<file path="config.mk">
export PLATFORM = sky130hd
export DESIGN_NAME = serial_word_receiver
export DESIGN_NICKNAME = d
export VERILOG_FILES = /design/src/rtl/serial_word_receiver.sv
export SDC_FILE = /design/constraint.sdc
export NUM_CORES = 1
export LEC_CHECK = 0
export ABC_CLOCK_PERIOD_IN_PS = 2200
export CAP_MARGIN = 5
export CORE_MARGIN = 2
export CORE_UTILIZATION = 54
export CTS_BUF_LIST = sky130_fd_sc_hd__clkbuf_8
export DETAILED_ROUTE_END_ITERATION = 10
export PLACE_DENSITY = 0.81
export SETUP_SLACK_MARGIN = 0.3
export SLEW_MARGIN = 20
export SYNTH_ARGS = -nofsm -noshare
export SYNTH_HDL_FRONTEND = slang
export SYNTH_SLANG_ARGS = --single-unit
</file>
<file path="constraint.sdc">
create_clock -name clk -period 2.2 [get_ports clk]
set_input_delay 0.22 -clock clk [delete_from_list [all_inputs] [get_ports clk]]
set_output_delay 0.22 -clock clk [all_outputs]
set_load 0.05 [all_outputs]
</file>
<file path="src/rtl/serial_word_receiver.sv">
// MSB-first serial-to-parallel word receiver with a one-word output buffer.
// Define SERIAL_RX_PARITY_EN to add a trailing even-parity bit to each frame.
module serial_word_receiver #(
  parameter int WIDTH = 16
) (
  input  logic             clk,
  input  logic             reset,
  input  logic             start,
  input  logic             Sin,
  input  logic             sin_valid,
  output logic [WIDTH-1:0] out_data,
  output logic             out_valid,
  input  logic             out_ready,
  output logic             busy,
  output logic             overrun,
  output logic             parity_err
);

  localparam int CW = $clog2(WIDTH);

`ifdef SERIAL_RX_PARITY_EN
  typedef enum logic [1:0] {IDLE, SHIFT, PARITY} state_t;
  // Whole word is kept so the parity bit can be checked against it
  localparam int SW = WIDTH;
`else
  typedef enum logic [0:0] {IDLE, SHIFT} state_t;
  // Last bit goes straight to the output, so one bit less needs storing
  localparam int SW = WIDTH - 1;
`endif

  state_t           state_reg, state_next;
  logic [CW-1:0]    cnt_reg, cnt_next;
  logic [SW-1:0]    shreg_reg, shreg_next;
  logic [WIDTH-1:0] out_data_reg, out_data_next;
  logic             out_valid_reg, out_valid_next;
  logic             overrun_reg, overrun_next;
  logic             word_done;
  logic [WIDTH-1:0] word_val;
  logic             last_bit;
`ifdef SERIAL_RX_PARITY_EN
  logic             parity_err_reg, parity_err_next;
`endif

  assign last_bit = (cnt_reg == CW'(WIDTH - 1));

  always_comb begin
    state_next     = state_reg;
    cnt_next       = cnt_reg;
    shreg_next     = shreg_reg;
    out_data_next  = out_data_reg;
    out_valid_next = out_valid_reg && !out_ready;
    overrun_next   = overrun_reg;
    word_done      = 1'b0;
    word_val       = '0;
`ifdef SERIAL_RX_PARITY_EN
    parity_err_next = parity_err_reg;
`endif

    case (state_reg)
      IDLE: begin
        if (start) begin
          state_next = SHIFT;
          cnt_next   = '0;
          shreg_next = '0;
        end
      end
      SHIFT: begin
        if (start) begin
          cnt_next   = '0;
          shreg_next = '0;
        end else if (sin_valid) begin
          cnt_next = cnt_reg + CW'(1);
`ifdef SERIAL_RX_PARITY_EN
          shreg_next = {shreg_reg[WIDTH-2:0], Sin};
          if (last_bit) begin
            state_next = PARITY;
            cnt_next   = '0;
          end
`else
          word_val   = {shreg_reg, Sin};
          shreg_next = word_val[SW-1:0];
          if (last_bit) begin
            state_next = IDLE;
            cnt_next   = '0;
            word_done  = 1'b1;
          end
`endif
        end
      end
`ifdef SERIAL_RX_PARITY_EN
      PARITY: begin
        if (start) begin
          state_next = SHIFT;
          cnt_next   = '0;
          shreg_next = '0;
        end else if (sin_valid) begin
          state_next = IDLE;
          word_val   = shreg_reg;
          // Even parity: data bits plus parity bit must XOR to zero
          if (^{shreg_reg, Sin}) parity_err_next = 1'b1;
          else                   word_done       = 1'b1;
        end
      end
`endif
      default: state_next = IDLE;
    endcase

    // A buffer being consumed this cycle can be refilled without a bubble
    if (word_done) begin
      if (!out_valid_reg || out_ready) begin
        out_data_next  = word_val;
        out_valid_next = 1'b1;
      end else begin
        overrun_next = 1'b1;
      end
    end
  end

  always_ff @(posedge clk) begin
    if (reset) begin
      state_reg     <= IDLE;
      cnt_reg       <= '0;
      shreg_reg     <= '0;
      out_data_reg  <= '0;
      out_valid_reg <= 1'b0;
      overrun_reg   <= 1'b0;
    end else begin
      state_reg     <= state_next;
      cnt_reg       <= cnt_next;
      shreg_reg     <= shreg_next;
      out_data_reg  <= out_data_next;
      out_valid_reg <= out_valid_next;
      overrun_reg   <= overrun_next;
    end
  end

`ifdef SERIAL_RX_PARITY_EN
  always_ff @(posedge clk) begin
    if (reset) parity_err_reg <= 1'b0;
    else       parity_err_reg <= parity_err_next;
  end
  assign parity_err = parity_err_reg;
`else
  assign parity_err = 1'b0;
`endif

  assign out_data  = out_data_reg;
  assign out_valid = out_valid_reg;
  assign busy      = (state_reg != IDLE);
  assign overrun   = overrun_reg;

endmodule

</file>
# ---- Yosys cells after proc, flatten, opt, wreduce, memory -nomap -nowiden
# Index checks and enable logic that the tools add are counted.
dict set report op_classes {
  n_addsub 1
  n_mul 0
  div 0
  n_lt_le_gt_ge 0
  eq_ne 3
  shifts 0
  muxes 23
  bitwise 2
  n_reduce_logical 7
}
# op count
set op_table {}
lappend op_table {{2-to-1 mux 16 bit} 3}
lappend op_table {{2-to-1 mux 15 bit} 3}
lappend op_table {{case mux 15 bit (2 select lines)} 1}
lappend op_table {{2-to-1 mux 4 bit} 4}
lappend op_table {{2-to-1 mux 1 bit} 10}
lappend op_table {{case mux 4 bit (2 select lines)} 1}
lappend op_table {{AND reduction 2 bit} 3}
lappend op_table {{adder 4 x 1 -> 4 bit (second input constant)} 1}
lappend op_table {{equality test 4 bit (second input constant)} 1}
lappend op_table {{!= test 3 bit (second input constant)} 1}
lappend op_table {{zero test 1 bit} 2}
lappend op_table {{!= test 2 bit (second input constant)} 1}
lappend op_table {{inverter 1 bit} 2}
lappend op_table {{case mux 1 bit (2 select lines)} 1}
lappend op_table {{logical AND 1 bit} 1}
lappend op_table {{logical OR 1 bit} 1}
dict set report totals {
  ff_bits 38
  latch_bits 0
  mem_bits_rw 0
  rom_bits 0
  inputBits 6
  output_inout_bits 20
  wordCells 42
  memories 0
}

# ---- Longest topological paths before layout
dict set report depth {
  ltp_word 6
  mapped_depth 6
  depth_no_buf 4
}

# ---- Least setup slack after synthesis
# Ideal clock, no wire load.
dict set report synth_timing {
  kind {reg2reg}
  from {reg state_reg (netlist: busy)}
  to {reg out_data_reg[10] (netlist: out_data[10])}
  setup_ns 0.072
  arrival_time_ns 1.799
  required_time_ns 2.128
  path_slack_ns 0.330
  path_stages_with_launch 5
  n_path_buf 1
  synth_period_minus_slack_ns 1.870
  path_cell_list {dfxtp_1 nand2_2 nor4_4 buf_6 mux2i_1}
}
dict set report synth_via {
  elab_chain_len 2
  elab_cells_between_ends 3
  cone_classes {mux (2); reduce/logical (1)}
}
# item line
set synth_lines {}
lappend synth_lines {{start, declared} 31} ;# state_t state_reg, state_next;
lappend synth_lines {{start signal, assigned} 128} ;# state_reg <= state_next;
lappend synth_lines {{2-to-1 mux 1 bit} 59} ;# case (state_reg)
lappend synth_lines {{AND reduction 2 bit (no line)} n/a}
lappend synth_lines {{end signal, assigned} 131} ;# out_data_reg <= out_data_next;
lappend synth_lines {{end, declared} 34} ;# logic [WIDTH-1:0] out_data_reg, out_data_next;
# Parallel ways exist; a longest one is shown, timed or not.
# A chain may end at the register's enable or synchronous reset.

# ---- Final worst setup path
dict set report layout_timing {
  from {reg state_reg (netlist: busy)}
  to {out busy}
}
# item line
set layout_rtl {}
lappend layout_rtl {{end, declared} 14} ;# output logic busy,
# No word-level cell between the ends.

==> metrics list <==
- Run status: complete, no violations
* DR WL/cell: 12.5 um
- Traced cell by cell, the critical path runs through clkdlybuf4s50_1.
- Entering global routing, the biggest net connects 55 pins.
- Max FFs per register: 16
- Cell count after synthesis: 157
- The tree is rooted in a sky130_fd_sc_hd__clkbuf_8.
- Registers are responsible for 56.1% of the overall power.
* Worst endpoint required time: 1.98 ns
- Longest individual stage delay on the worst path: 0.84 ns
* Number of buffers added to fix hold violations after cts: 0
- After detailed placement, the total cell area comes to 1800 um^2.
* Area growth, synth to finish: 20.8%
* Startpoint-to-endpoint class of the critical path: register to output port
- The routed design has 2660 um of wire.
- Summed over all instances, the cell type with the most area after synthesis is sky130_fd_sc_hd__dfxtp_1.
- For this run, the total global-route usage over all layers was measured as 18.6%.
- The tree built by TritonCTS fans out to 38 sinks.
- Layout fillers: 235
- Max Fclk: 0.557 GHz
- Across the routed clock network, the largest skew measured is 0.00324 ns.
* Post-route total power: 1.24 mW
* Worst Path Arrival: 1.57 ns
* Slowest library cell on the worst path: sky130_fd_sc_hd__clkdlybuf4s50_1
- The worst setup path is launched from a register.
- Synth Area in Simple Gates: 24.6%
* DR vias: 1147
- Number of CTS-inserted buffers: 5
* Total DRC errors in the routed layout: 0
* Seq/Total Area, Yosys: 48.6%
* Total power divided by cell area: 654 nW/um^2
- Library cells used by synthesis: 28
- Power Internal: 963 uW
- Sort of element at the end of the critical path: output port
- The first TritonRoute pass finished after 4 iterations.
- Initial Util: 56.7%
- The clock network is responsible for 38.9% of the overall power.
- For this run, the post-layout net count is 187.
- The number of global-route vias before repair was 1087.
- Share of synthesized area spent on multiplexers: 10.9%
- The number of nets in the synthesized netlist is 164.
- XOR/XNOR Fraction of Synth Area: 0.560%
- In this run the static leakage power is 0.627 nW.
* Final min period: 1.79 ns
- Layout cell share with drive strength beyond 1: 9.39%
* Share of the synthesized area in the top cell type: 48.6%
* RSZ-0062 raised after global routing: no
* Number of vias per cell after detailed routing: 5.41
* Count of placed standard cells in the final layout, fillers left out: 212
- The total overflow left after global routing is 0.
- Io pins: 26
- TritonCTS clock tree: yes
- Maximum fanout encountered on the critical timing path: 6
- Last weighted congestion value of the routability-driven placer: 0.789
- Setup WS pre-CTS: 0.460 ns
* Worst hold path class: register to register
- The number of buffers and inverters on the critical path is 1.
* Final setup viols: 0
- Max cap viols: 0
- Area fraction in compound gates after synthesis: 9.52%
* Final Slew Violations: 0
* Ant. Diodes: 0
- Die outline area: 3340 um^2
- Post-CTS timing repair inserted 0 buffers for setup.
* Resize count post-CTS: 0
* CP top delay family: buffers and inverters
- Combinational family with the most area after synthesis: simple AND/OR/NAND/NOR gates
* H-tree depth reported by CTS: 2
- Hold violation total from the final report: 0
- Leading cell types by total area after synthesis: sky130_fd_sc_hd__dfxtp_1, sky130_fd_sc_hd__nand2b_1, sky130_fd_sc_hd__mux2i_1
* Wire length of the first global-routing pass: 4710 um
- The cell area that synthesis handed to floorplanning was 1560 um^2.
- Final core area utilization: 68.5%
- Clock Tree Buf Depth: 2
- CTS clock-pin slew for the worst setup and hold paths: 0.07 ns
- Including well taps, the total number of placed cells is 204.
- The wire-length estimate of the detail-placed layout is 1790 um.
- Final design instance area without fill: 1890 um^2
- After synthesis the netlist holds a flip-flop and latch count of 38.
- Share of total power in combinational logic: 5.1%
* Post-synthesis adder-cell area fraction: 0.800%
* Horizontal die dimension: 57.8 um
- Adding up every negative setup slack in the final design gives 0 ns.
- In this run the power spent charging and discharging nets is 273 uW.
- Once detail routing completed, the nets flagged for antenna violations numbered 0.
- Worst vdd ir: 0.000727 V
* Count of synthesis-stage warnings from yosys: 0
* Final period util: 81.6%
* Insertion delay of the later-clocked pin in the worst-skew pair: 0.29 ns
* Die Span Y: 57.8 um
- The detailed router finished its first iteration with 29 violations.
- Standard-cell row count: 19
- Net switching is 22.1% of the power.
- The initial antenna violation count came to 0.
* Core box area: 2760 um^2
- Synthesized area divided by synthesized cell count: 9.96 um^2
- Worst hold margin: 0.473 ns
- Input and output buffers added on the ports amount to 24.
* Post-layout worst setup margin: 0.406 ns
## power by group through the flow
stage | sequential, mW | clock, mW | combinational, mW
after floorplan | 0.713 | 0 | 0.0439
after global placement | 0.708 | 0 | 0.0608
after detailed placement | 0.709 | 0 | 0.0627
after CTS | 0.693 | 0.493 | 0.0627
after global routing | 0.693 | 0.525 | 0.0677
final | 0.693 | 0.481 | 0.0624
## cell families (layout without fill, tap and decap cells)
logic type / after synthesis / in the layout
xor+xnor: 1 / 1
compound gates: 21 / 21
buf+inv: 12 / 36
fa+ha+maj: 1 / 1
simple gates: 66 / 66
mux: 17 / 17
other cells: 1 / 1
flops: 38 / 38
## cell usage after synthesis (all sizes together)
cell type and instances:
and3 1, nand2 3, clkbuf 7, ha 1, nand3b 1, xor2 1
nor4 1, nand4 2, nand2b 32, conb 1, buf 5, or4 1
nand3 3, dfxtp 38, nor3 2, a22oi 15, a21oi 4, mux2i 17
nor2b 1, a31oi 2, nor2 18, and3b 1
## worst paths after layout
| path | from | endpoint | slack, ns | depth (start not counted) |
|---|---|---|---|---|
| worst max-delay path | busy | busy | 0.41 | 1 |
| worst min-delay path | out_data[10] | out_data[10] | 0.47 | 2 |
| worst max register to register | cnt_reg[0] | out_data[0] | 0.69 | 5 |
| worst min register to register | out_data[10] | out_data[10] | 0.47 | 2 |
## layout by cell type, fill, tap and decap left out, types with 2 or more instances in the layout
| cell | n |
|---|---|
| sky130_fd_sc_hd__nor3_1 | 2 |
| sky130_fd_sc_hd__clkdlybuf4s50_1 | 24 |
| sky130_fd_sc_hd__mux2i_1 | 17 |
| sky130_fd_sc_hd__nand2_1 | 2 |
| sky130_fd_sc_hd__nand2b_1 | 32 |
| sky130_fd_sc_hd__buf_4 | 4 |
| sky130_fd_sc_hd__dfxtp_1 | 38 |
| sky130_fd_sc_hd__nand4_1 | 2 |
| sky130_fd_sc_hd__a22oi_1 | 15 |
| sky130_fd_sc_hd__nor2_1 | 18 |
| sky130_fd_sc_hd__a21oi_1 | 3 |
| sky130_fd_sc_hd__a31oi_1 | 2 |
| sky130_fd_sc_hd__clkbuf_8 | 6 |
| sky130_fd_sc_hd__nand3_1 | 2 |
## tightest hold or removal path: cells and delay by family (launching register included)
kind             cells  cell delay, ns
flip-flops           1            0.31
AND/OR/NAND/NOR      1            0.06
multiplexers         1            0.06
## layout make-up
class                   instances  area, um^2  area share, %
well taps                      31        38.8           2.05
flip-flops and latches         38         761           40.3
multi-input cells             107         728           38.5
clock buffers                   6        82.6           4.37
repair buffers                 28         270           14.3
clock inverters                 2        8.76          0.464
## per-layer routing
layer,global-route usage (%),routed length [um]
met1,21.8,1210
met2,31.3,1320
met3,6.70,103
met4,6.31,31
met5,0,0
Power figures use the tool's default switching activity.
